$ cat src/rtl/strided_read_driver_if.sv
// Signal bundle for strided_read_driver: job control, memory read port and output stream.
// The slave modport is the driver's view; master is the view of whoever drives it.
interface strided_read_driver_if #(
  parameter int unsigned ADDR_W = 8,
  parameter int unsigned DATA_W = 8
);

  logic              i_START;
  logic              i_STOP;
  logic              i_MODE;
  logic [ADDR_W-1:0] i_BASE;
  logic [ADDR_W-1:0] i_STRIDE;
  logic [ADDR_W-1:0] i_LENGTH;

  logic              o_MEM_RE;
  logic [ADDR_W-1:0] o_MEM_ADDR;
  logic [DATA_W-1:0] i_MEM_DATA;

  logic [DATA_W-1:0] o_DATA;
  logic              o_LAST;
  logic              o_VALID;
  logic              i_READY;

  logic              o_BUSY;
  logic              o_DONE;

  modport slave (
    input  i_START, i_STOP, i_MODE, i_BASE, i_STRIDE, i_LENGTH, i_MEM_DATA, i_READY,
    output o_MEM_RE, o_MEM_ADDR, o_DATA, o_LAST, o_VALID, o_BUSY, o_DONE
  );

  modport master (
    output i_START, i_STOP, i_MODE, i_BASE, i_STRIDE, i_LENGTH, i_MEM_DATA, i_READY,
    input  o_MEM_RE, o_MEM_ADDR, o_DATA, o_LAST, o_VALID, o_BUSY, o_DONE
  );

endinterface

$ cat src/rtl/strided_read_driver.sv
// Strided memory read sequencer: issues BASE + k*STRIDE reads (one-shot or looping) and
// buffers the returned words in a credit-controlled first-word-fall-through FIFO.
module strided_read_driver #(
  parameter int unsigned ADDR_W     = 8,
  parameter int unsigned DATA_W     = 8,
  parameter int unsigned RD_LAT     = 1,
  parameter int unsigned FIFO_DEPTH = 4
) (
  input logic                  i_CLK,
  input logic                  i_RST,
  strided_read_driver_if.slave io_bus
);

  localparam int unsigned PTR_W = $clog2(FIFO_DEPTH);
  localparam int unsigned CNT_W = $clog2(FIFO_DEPTH + 1);

  typedef enum logic [1:0] {
    StIdle,
    StIssue,
    StDrain
  } state_e;

  state_e r_state;
  state_e w_state_nxt;

  // Job configuration, latched when a start is accepted.
  logic              r_mode;
  logic [ADDR_W-1:0] r_base;
  logic [ADDR_W-1:0] r_stride;
  logic [ADDR_W-1:0] r_length;

  // Address generator: current address and index within the pass.
  logic [ADDR_W-1:0] r_addr;
  logic [ADDR_W-1:0] r_k;

  // In-flight pipeline: one valid bit and last tag per outstanding read.
  logic [RD_LAT-1:0] r_pipe_vld;
  logic [RD_LAT-1:0] r_pipe_last;
  logic [CNT_W-1:0]  r_inflight;

  // Output FIFO; each entry holds {last, data}.
  logic [DATA_W:0]   r_mem [FIFO_DEPTH];
  logic [PTR_W-1:0]  r_wr_ptr;
  logic [PTR_W-1:0]  r_rd_ptr;
  logic [CNT_W-1:0]  r_count;

  logic              w_start;
  logic              w_issue;
  logic              w_done;
  logic              w_credit;
  logic              w_is_last;
  logic              w_push;
  logic              w_pop;
  logic              w_valid;
  logic              w_drained;
  logic [CNT_W-1:0]  w_occ;
  logic [DATA_W:0]   w_head;

  // Every read in flight already owns a FIFO slot, so the FIFO can never overflow.
  assign w_occ     = r_inflight + r_count;
  assign w_credit  = w_occ < CNT_W'(FIFO_DEPTH);
  assign w_is_last = r_k == (r_length - ADDR_W'(1));
  assign w_drained = (r_inflight == '0) && (r_count == '0);

  assign w_push  = r_pipe_vld[RD_LAT-1];
  assign w_valid = r_count != '0;
  assign w_pop   = w_valid & io_bus.i_READY;
  assign w_head  = r_mem[r_rd_ptr];

  always_ff @(posedge i_CLK) begin
    if (i_RST) begin
      r_state <= StIdle;
    end else begin
      r_state <= w_state_nxt;
    end
  end

  always_comb begin
    w_state_nxt = r_state;
    w_start     = 1'b0;
    w_issue     = 1'b0;
    w_done      = 1'b0;
    case (r_state)
      StIdle: begin
        if (io_bus.i_START) begin
          w_start     = 1'b1;
          w_state_nxt = (io_bus.i_LENGTH != '0) ? StIssue : StDrain;
        end
      end
      StIssue: begin
        // Stop takes priority over any read, including the final one of a pass.
        if (io_bus.i_STOP) begin
          w_state_nxt = StDrain;
        end else if (w_credit) begin
          w_issue = 1'b1;
          if (w_is_last && !r_mode) begin
            w_state_nxt = StDrain;
          end
        end
      end
      StDrain: begin
        if (w_drained) begin
          w_done      = 1'b1;
          w_state_nxt = StIdle;
        end
      end
      default: w_state_nxt = StIdle;
    endcase
  end

  always_ff @(posedge i_CLK) begin
    if (i_RST) begin
      r_mode      <= 1'b0;
      r_base      <= '0;
      r_stride    <= '0;
      r_length    <= '0;
      r_addr      <= '0;
      r_k         <= '0;
      r_pipe_vld  <= '0;
      r_pipe_last <= '0;
      r_inflight  <= '0;
      r_wr_ptr    <= '0;
      r_rd_ptr    <= '0;
      r_count     <= '0;
    end else begin
      if (w_start) begin
        r_mode   <= io_bus.i_MODE;
        r_base   <= io_bus.i_BASE;
        r_stride <= io_bus.i_STRIDE;
        r_length <= io_bus.i_LENGTH;
        r_addr   <= io_bus.i_BASE;
        r_k      <= '0;
      end else if (w_issue) begin
        if (w_is_last) begin
          r_addr <= r_base;
          r_k    <= '0;
        end else begin
          r_addr <= r_addr + r_stride;
          r_k    <= r_k + ADDR_W'(1);
        end
      end

      r_pipe_vld[0]  <= w_issue;
      r_pipe_last[0] <= w_issue & w_is_last;
      for (int i = 1; i < int'(RD_LAT); i++) begin
        r_pipe_vld[i]  <= r_pipe_vld[i-1];
        r_pipe_last[i] <= r_pipe_last[i-1];
      end
      r_inflight <= r_inflight + CNT_W'(w_issue) - CNT_W'(w_push);

      if (w_push) begin
        r_wr_ptr <= r_wr_ptr + PTR_W'(1);
      end
      if (w_pop) begin
        r_rd_ptr <= r_rd_ptr + PTR_W'(1);
      end
      r_count <= r_count + CNT_W'(w_push) - CNT_W'(w_pop);
    end
  end

  always_ff @(posedge i_CLK) begin
    if (w_push) begin
      r_mem[r_wr_ptr] <= {r_pipe_last[RD_LAT-1], io_bus.i_MEM_DATA};
    end
  end

  // Head fields are masked while empty so stale storage never shows on the outputs.
  assign io_bus.o_VALID    = w_valid;
  assign io_bus.o_DATA     = w_valid ? w_head[DATA_W-1:0] : '0;
  assign io_bus.o_LAST     = w_valid & w_head[DATA_W];
  assign io_bus.o_MEM_RE   = w_issue;
  assign io_bus.o_MEM_ADDR = w_issue ? r_addr : '0;
  assign io_bus.o_BUSY     = (r_state != StIdle) & ~w_done;
  assign io_bus.o_DONE     = w_done;

`ifndef SYNTHESIS
  a_no_push_when_full: assert property (@(posedge i_CLK) disable iff (i_RST)
    !(w_push && (r_count == CNT_W'(FIFO_DEPTH))));
`endif

endmodule

$ cat src/flat_wrapper.sv
// flat-port wrapper written by rule: the top's interface ports become plain ports
module strided_read_driver_flat 
#(
  parameter int unsigned ADDR_W     = 8,
  parameter int unsigned DATA_W     = 8,
  parameter int unsigned RD_LAT     = 1,
  parameter int unsigned FIFO_DEPTH = 4
)
  (i_CLK, i_RST, io_bus_i_START, io_bus_i_STOP, io_bus_i_MODE, io_bus_i_BASE, io_bus_i_STRIDE, io_bus_i_LENGTH, io_bus_i_MEM_DATA, io_bus_i_READY, io_bus_o_MEM_RE, io_bus_o_MEM_ADDR, io_bus_o_DATA, io_bus_o_LAST, io_bus_o_VALID, io_bus_o_BUSY, io_bus_o_DONE);
  strided_read_driver_if #(.ADDR_W(ADDR_W), .DATA_W(DATA_W)) io_bus_i ();
  input logic i_CLK;
  input logic i_RST;
  input wire logic [$bits(io_bus_i.i_START)-1:0] io_bus_i_START;
  input wire logic [$bits(io_bus_i.i_STOP)-1:0] io_bus_i_STOP;
  input wire logic [$bits(io_bus_i.i_MODE)-1:0] io_bus_i_MODE;
  input wire logic [$bits(io_bus_i.i_BASE)-1:0] io_bus_i_BASE;
  input wire logic [$bits(io_bus_i.i_STRIDE)-1:0] io_bus_i_STRIDE;
  input wire logic [$bits(io_bus_i.i_LENGTH)-1:0] io_bus_i_LENGTH;
  input wire logic [$bits(io_bus_i.i_MEM_DATA)-1:0] io_bus_i_MEM_DATA;
  input wire logic [$bits(io_bus_i.i_READY)-1:0] io_bus_i_READY;
  output wire logic [$bits(io_bus_i.o_MEM_RE)-1:0] io_bus_o_MEM_RE;
  output wire logic [$bits(io_bus_i.o_MEM_ADDR)-1:0] io_bus_o_MEM_ADDR;
  output wire logic [$bits(io_bus_i.o_DATA)-1:0] io_bus_o_DATA;
  output wire logic [$bits(io_bus_i.o_LAST)-1:0] io_bus_o_LAST;
  output wire logic [$bits(io_bus_i.o_VALID)-1:0] io_bus_o_VALID;
  output wire logic [$bits(io_bus_i.o_BUSY)-1:0] io_bus_o_BUSY;
  output wire logic [$bits(io_bus_i.o_DONE)-1:0] io_bus_o_DONE;
  assign io_bus_i.i_START = io_bus_i_START;
  assign io_bus_i.i_STOP = io_bus_i_STOP;
  assign io_bus_i.i_MODE = io_bus_i_MODE;
  assign io_bus_i.i_BASE = io_bus_i_BASE;
  assign io_bus_i.i_STRIDE = io_bus_i_STRIDE;
  assign io_bus_i.i_LENGTH = io_bus_i_LENGTH;
  assign io_bus_i.i_MEM_DATA = io_bus_i_MEM_DATA;
  assign io_bus_i.i_READY = io_bus_i_READY;
  assign io_bus_o_MEM_RE = io_bus_i.o_MEM_RE;
  assign io_bus_o_MEM_ADDR = io_bus_i.o_MEM_ADDR;
  assign io_bus_o_DATA = io_bus_i.o_DATA;
  assign io_bus_o_LAST = io_bus_i.o_LAST;
  assign io_bus_o_VALID = io_bus_i.o_VALID;
  assign io_bus_o_BUSY = io_bus_i.o_BUSY;
  assign io_bus_o_DONE = io_bus_i.o_DONE;
  strided_read_driver #(.ADDR_W(ADDR_W), .DATA_W(DATA_W), .RD_LAT(RD_LAT), .FIFO_DEPTH(FIFO_DEPTH)) u_core (.i_CLK(i_CLK), .i_RST(i_RST), .io_bus(io_bus_i));
endmodule
$ cat config.mk
export PLATFORM = sky130hd
export DESIGN_NAME = strided_read_driver_flat
export DESIGN_NICKNAME = d
export VERILOG_FILES = /design/src/rtl/strided_read_driver_if.sv /design/src/rtl/strided_read_driver.sv /design/src/flat_wrapper.sv
export SDC_FILE = /design/constraint.sdc
export NUM_CORES = 1
export LEC_CHECK = 0
export CORE_MARGIN = 2
export CORE_UTILIZATION = 38
export DETAILED_ROUTE_END_ITERATION = 12
export SETUP_SLACK_MARGIN = 0.02
export SLEW_MARGIN = 30
export SYNTH_ARGS = -nofsm -noshare
export SYNTH_HDL_FRONTEND = slang
export SYNTH_SLANG_ARGS = --single-unit
$ cat constraint.sdc
create_clock -name i_CLK -period 4.8 [get_ports i_CLK]
set_clock_uncertainty 0.15 [all_clocks]
set_input_delay 1.44 -clock i_CLK [delete_from_list [all_inputs] [get_ports i_CLK]]
set_output_delay 1.44 -clock i_CLK [all_outputs]
set_load 0.01 [all_outputs]
Word level (Yosys, flattened, before mapping)
Memory sizes are Yosys's and may differ from the RTL's. A register that Yosys moved wholly into a read port is not among the register bits.
Cells that the tools add are included.
{ "classes": {"add_sub_neg": 10, "n_lt_le_gt_ge": 1, "eq_ne": 7, "muxes": 24, "bitwise": 5, "reduce_logical": 12} }
{ "op_table": {"columns": ["operator", "count"], "rows": [
  ["$mux 8", 6],
  ["$mux 2", 8],
  ["$mux 1", 9],
  ["$add 8x1->8 const B", 1],
  ["$add 8x8->8", 1],
  ["$eq 8x8->1", 1],
  ["$reduce_bool 8->1", 1],
  ["$sub 8x1->8 const B", 1],
  ["$add 3x1->3", 2],
  ["$logic_not 3->1", 2],
  ["$ne 3x2->1 const B", 2],
  ["$pmux 2 s3", 1],
  ["$sub 3x1->3", 2],
  ["$add 2x1->2 const B", 2],
  ["$and 1x1->1", 4],
  ["$reduce_and 4->1", 1],
  ["$reduce_bool 2->1", 2],
  ["$add 3x3->3", 1],
  ["$lt 3x3->1 const B", 1],
  ["$reduce_bool 3->1", 1],
  ["$eq 2x1->1 const B", 1],
  ["$eq 2x2->1 const B", 1],
  ["$logic_and 1x1->1", 2],
  ["$logic_not 2->1", 1],
  ["other kinds (5)", 5]
]} }
{ "totals": {"register_bits": 55, "ramBits": 36, "input_bits": 38, "out_inout_bits": 21, "memories": 1} }
{ "memory_table": {"columns": ["name", "words", "width", "rd", "rd_clocked_by_memory_dff", "write_ports", "line", "source"], "rows": [
  ["u_core.r_mem", 4, 9, 1, 1, 1, "strided_read_driver.sv:42", "logic [DATA_W:0] r_mem [FIFO_DEPTH];"]
]} }

Longest topological paths before layout
Gate-level depths: netlist of the first run.
{ "logic_depth": {"word_depth": 7, "mapped_depth": 12, "ltp_nobuf": 11} }

Least setup slack after synthesis of the first run
Ideal clock, no wire load.
{ "synth_path": {"path_kind": "input-to-output", "start": "input io_bus_i_STOP", "end": "output io_bus_o_MEM_ADDR[0]", "arrival_ns": 2.703, "slack_ns": 0.507, "cell_stages": 5, "path_buffers": 2, "cell_sequence": "nor3b_1 nor2b_2 buf_2 clkbuf_1 and2_1"} }
{ "synth_via": {"elab_chain_len": 3} }
{ "synth_lines": {"columns": ["item", "line", "source"], "rows": [
  ["start, declared", "flat_wrapper.sv:14", "input wire logic [$bits(io_bus_i.i_STOP)-1:0] io_bus_i_STOP;"],
  ["$mux 1", "strided_read_driver.sv:92", "if (io_bus.i_STOP) begin"],
  ["$mux 1", "strided_read_driver.sv:83", "case (r_state)"],
  ["named net io_bus_o_MEM_RE", "flat_wrapper.sv:21", "output wire logic [$bits(io_bus_i.o_MEM_RE)-1:0] io_bus_o_MEM_RE;"],
  ["$mux 8", "strided_read_driver.sv:172", "assign io_bus.o_MEM_ADDR = w_issue ? r_addr : '0;"],
  ["end, declared", "flat_wrapper.sv:22", "output wire logic [$bits(io_bus_i.o_MEM_ADDR)-1:0] io_bus_o_MEM_ADDR;"]
]} }
The timed path passes the listed nets, and every way through them passes these cells.

Final worst setup path of the first run
{ "layout_path": {"start": "input io_bus_i_STOP", "end": "output io_bus_o_MEM_ADDR[5]"} }
{ "layout_via": {"elab_chain_len": 3} }
{ "layout_lines": {"columns": ["item", "line"], "rows": [
  ["$mux 1", "strided_read_driver.sv:92"],
  ["$mux 1", "strided_read_driver.sv:83"],
  ["$mux 8", "strided_read_driver.sv:172"]
]} }
Every way passes these cells.

==> results.json, run 1 <==
{
  "num-fill-cells": 1069,
  "holdCritPathClass": "reg -> reg",
  "finalWorstSetupSlack_ns": 0.06190,
  "num-nets-final": 541,
  "rsz0062_at_grt": "no",
  "gpl.final_weighted_congestion": 0.8017,
  "r2r_setup_slack_ns": 1.85,
  "synth-seq-area-share_pct": 49.32,
  "slowest_stage": "sky130_fd_sc_hd__clkdlybuf4s50_1",
  "r2r_start": "u_core.r_count[1]$_SDFF_PP0_",
  "area_growth_pct": 23.30,
  "ys_async_sr_fraction_pct": 0,
  "globalRouteTotalUtil_pct": 15.93,
  "worst-slew-pin-transition_ns": 0.7609,
  "synth-edff-count": 36,
  "clock_path_buffers": 2,
  "cts.sink_count": 93,
  "crit_chain": "clkdlybuf4s50_1 -> nor3b_2 -> nor2b_4 -> buf_12 -> and2_1 -> clkdlybuf4s50_1",
  "finalMaxSlewViolations": 0,
  "finish.utilization_pct": 48.24,
  "detailed_route_iter0_violations": 147,
  "power-per-cell-area_mw_per_mm2": 437.0,
  "number_of_distinct_standard_cells_referenced_by_the_synthesized_netlist": 54,
  "final_cell_mix": "59 x sky130_fd_sc_hd__nand2_1, 57 x sky130_fd_sc_hd__dfxtp_1, 57 x sky130_fd_sc_hd__clkdlybuf4s50_1",
  "dr.pass1.iters": 8,
  "crit_path_max_fanout": 14,
  "clk_pin_slew_worst_setup_hold_paths_ns": 0.06,
  "critical_path_class": "in -> out",
  "dp_slack_ns": 0.03311,
  "violated_checks": "DRC",
  "rows": 39,
  "final_hold_violations": 0,
  "grt_first_pass_wirelength_um": 15900,
  "final_layout_size_suffix_gt1_share_pct": 10.47,
  "diode_insertion_count_for_antenna_repair": 0,
  "most_common_library_cell_in_the_layout_ignoring_fill_and_taps": "sky130_fd_sc_hd__nand2_1",
  "syn_nets": 484,
  "min_period_ns": 4.738,
  "hp-start": "u_core.r_base[6]$_SDFFE_PP0P_",
  "total_power_uw": 2428,
  "portBuffers": 58,
  "timing.critical_path.mode_cell": "sky130_fd_sc_hd__clkdlybuf4s50_1",
  "synth.avg_cell_area_um2": 10.60,
  "ant_nets": 0,
  "postSynthRegisterBits": 93,
  "dp.final_hpwl_um": 6903,
  "setup_violations": 0,
  "vdd_ir_drop_max_v": 0.0002123,
  "grt-ovfl-total": 0,
  "synthCells": 425,
  "max_freq_mhz": 211.1,
  "h-tree-depth": 3,
  "post_drt_via_cell_ratio": 5.173,
  "leakage_uw": 0.001943,
  "number_of_global_route_vias_before_repair": 3255,
  "num_io_pins": 59,
  "dieHeight_um": 112.9,
  "dp.cells": 614,
  "critPathRequiredTime_ns": 3.21,
  "die_x_um": 112.9,
  "clk_latency_ns": 0.34,
  "initial_utilization_pct": 39.12,
  "worst_setup_path_start_kind": "input port",
  "max_cap_violations": 0,
  "postSynth.topFlopCell": "sky130_fd_sc_hd__dfxtp_1",
  "worst_ep_arrival_time_ns": 3.15,
  "clock-root-buffer": "sky130_fd_sc_hd__clkbuf_16",
  "vias": 3259,
  "cts_tree": "done",
  "synth-warning-count": 0,
  "design.core.area_mm2": 0.01152,
  "summed_instance_area_of_the_synthesized_netlist_mm2": 0.004506,
  "number_of_buffers_inserted_during_clock_tree_synthesis": 9,
  "timing.slew.headroom_pct": 49.15,
  "critPathMaxStageDelay_ns": 0.54,
  "avgRoutedWirePerCell_um": 15.52,
  "timing.setup.tns_ns": 0,
  "final-instance-count-excl-fill": 630,
  "critical_path.endpoint_type": "primary output",
  "run_status": "finished with violations",
  "postRouteWirelength_um": 9777,
  "finalCritPeriodShare_pct": 98.71,
  "crit_path_start": "io_bus_i_STOP",
  "largest_net_degree_at_the_start_of_global_routing": 38,
  "postCtsSetupRepairBufs": 0,
  "design.die.area_mm2": 0.01274,
  "antenna_violations_before_repair": 0,
  "drc": 4
}
## what timing repair did
| item | in CTS | in global routing |
|---|---|---|
| hold buffers | 0 | 0 |
| resized for setup | 0 | 2 |
| endpoints found under the setup margin | 0 | 8 |
## power breakdown
| part | internal (µW) | switching (µW) |
|---|---|---|
| combinational | 378 | 362 |
| clock | 405 | 291 |
| sequential | 898 | 92.1 |
## synth_stat cells, types with 4 or more instances
master,count,area [µm²]
sky130_fd_sc_hd__nor2b_1,4,25.02
sky130_fd_sc_hd__o21ai_0,7,35.03
sky130_fd_sc_hd__edfxtp_1,36,1081
sky130_fd_sc_hd__a21boi_0,4,30.03
sky130_fd_sc_hd__o221ai_1,4,35.03
sky130_fd_sc_hd__ha_1,18,225.2
sky130_fd_sc_hd__clkbuf_1,11,41.29
sky130_fd_sc_hd__xor2_1,12,105.1
sky130_fd_sc_hd__buf_1,6,22.52
sky130_fd_sc_hd__inv_1,19,71.32
sky130_fd_sc_hd__a2111oi_2,8,120.1
sky130_fd_sc_hd__nor3_1,7,35.03
sky130_fd_sc_hd__nand3_1,12,60.06
sky130_fd_sc_hd__mux4_2,9,202.7
sky130_fd_sc_hd__and3_1,4,25.02
sky130_fd_sc_hd__dfxtp_1,57,1141
sky130_fd_sc_hd__nor2_1,22,82.58
sky130_fd_sc_hd__and2_1,22,137.6
sky130_fd_sc_hd__nand2_1,59,221.5
sky130_fd_sc_hd__xnor2_1,18,157.7
sky130_fd_sc_hd__a21oi_1,32,160.2
## worst paths after layout
check                                     to  cells past startpoint
min            u_core.r_base[6]$_SDFFE_PP0P_                      2
max                     io_bus_o_MEM_ADDR[5]                      6
min reg2reg    u_core.r_base[6]$_SDFFE_PP0P_                      2
max reg2reg  u_core.r_inflight[2]$_SDFF_PP0_                     13
## metrics by stage
step	area (µm²)	hold WS [ns]
after floorplan	4506	0.2813
after global routing	5555	0.3252
final	5555	0.3000
after global placement	5250	0.2919
after detailed placement	5250	0.2918
after CTS	5545	0.3009
## cell type report
class,count,area (µm²),area share (%)
clock buffer,11,232.7,4.189
multi-input combinational,291,2128,38.31
timing repair buffer,67,655.6,11.80
sequential,93,2222,40.00
inverter,20,75.07,1.351
tap,143,178.9,3.221
clock inverter,5,62.56,1.126
## critical path: cells and delay by family
family	cells	cell delay (ns)
buffers and inverters	3	1.11
and+or+nand+nor	3	0.58
## registers in the layout, summed over array words and instances (netlist names), named ones only
signal and flops:
u_core.r_count 3, u_core.r_stride 8, u_core.r_pipe_last 1, u_core.r_inflight 3, u_core.r_k 8, u_core.r_length 8, u_core.r_mem 36, u_core.r_wr_ptr 2
u_core.r_addr 8, u_core.r_pipe_vld 1, u_core.r_state 2, u_core.r_base 8, u_core.r_rd_ptr 2, u_core.r_mode 1
## per-layer routing
metal  track usage [%]  wire length, µm  vias to the layer above
li1                  -                -                     1626
met1             19.71             4372                     1561
met2             27.59             4906                       66
met3             4.928              412                        6
met4             3.415               87                        0
met5                 0                0                        -
## logic make-up after synthesis
| group | Yosys count | synth area share, % |
|---|---|---|
| mux | 11 | 4.943 |
| fa+ha+maj | 21 | 6.332 |
| simple gates | 149 | 16.69 |
| buf+inv | 41 | 3.665 |
| xor+xnor | 30 | 5.832 |
| flops | 93 | 49.32 |
| compound gates | 80 | 13.22 |
Power figures use the tool's default switching activity.
==> run 2, diff against run 1 <==
HOLD_SLACK_MARGIN = 0.12   (was unset)
==> results of run 2 <==
Same layout as run 1: the final DEF is identical, and so are final timing and power.
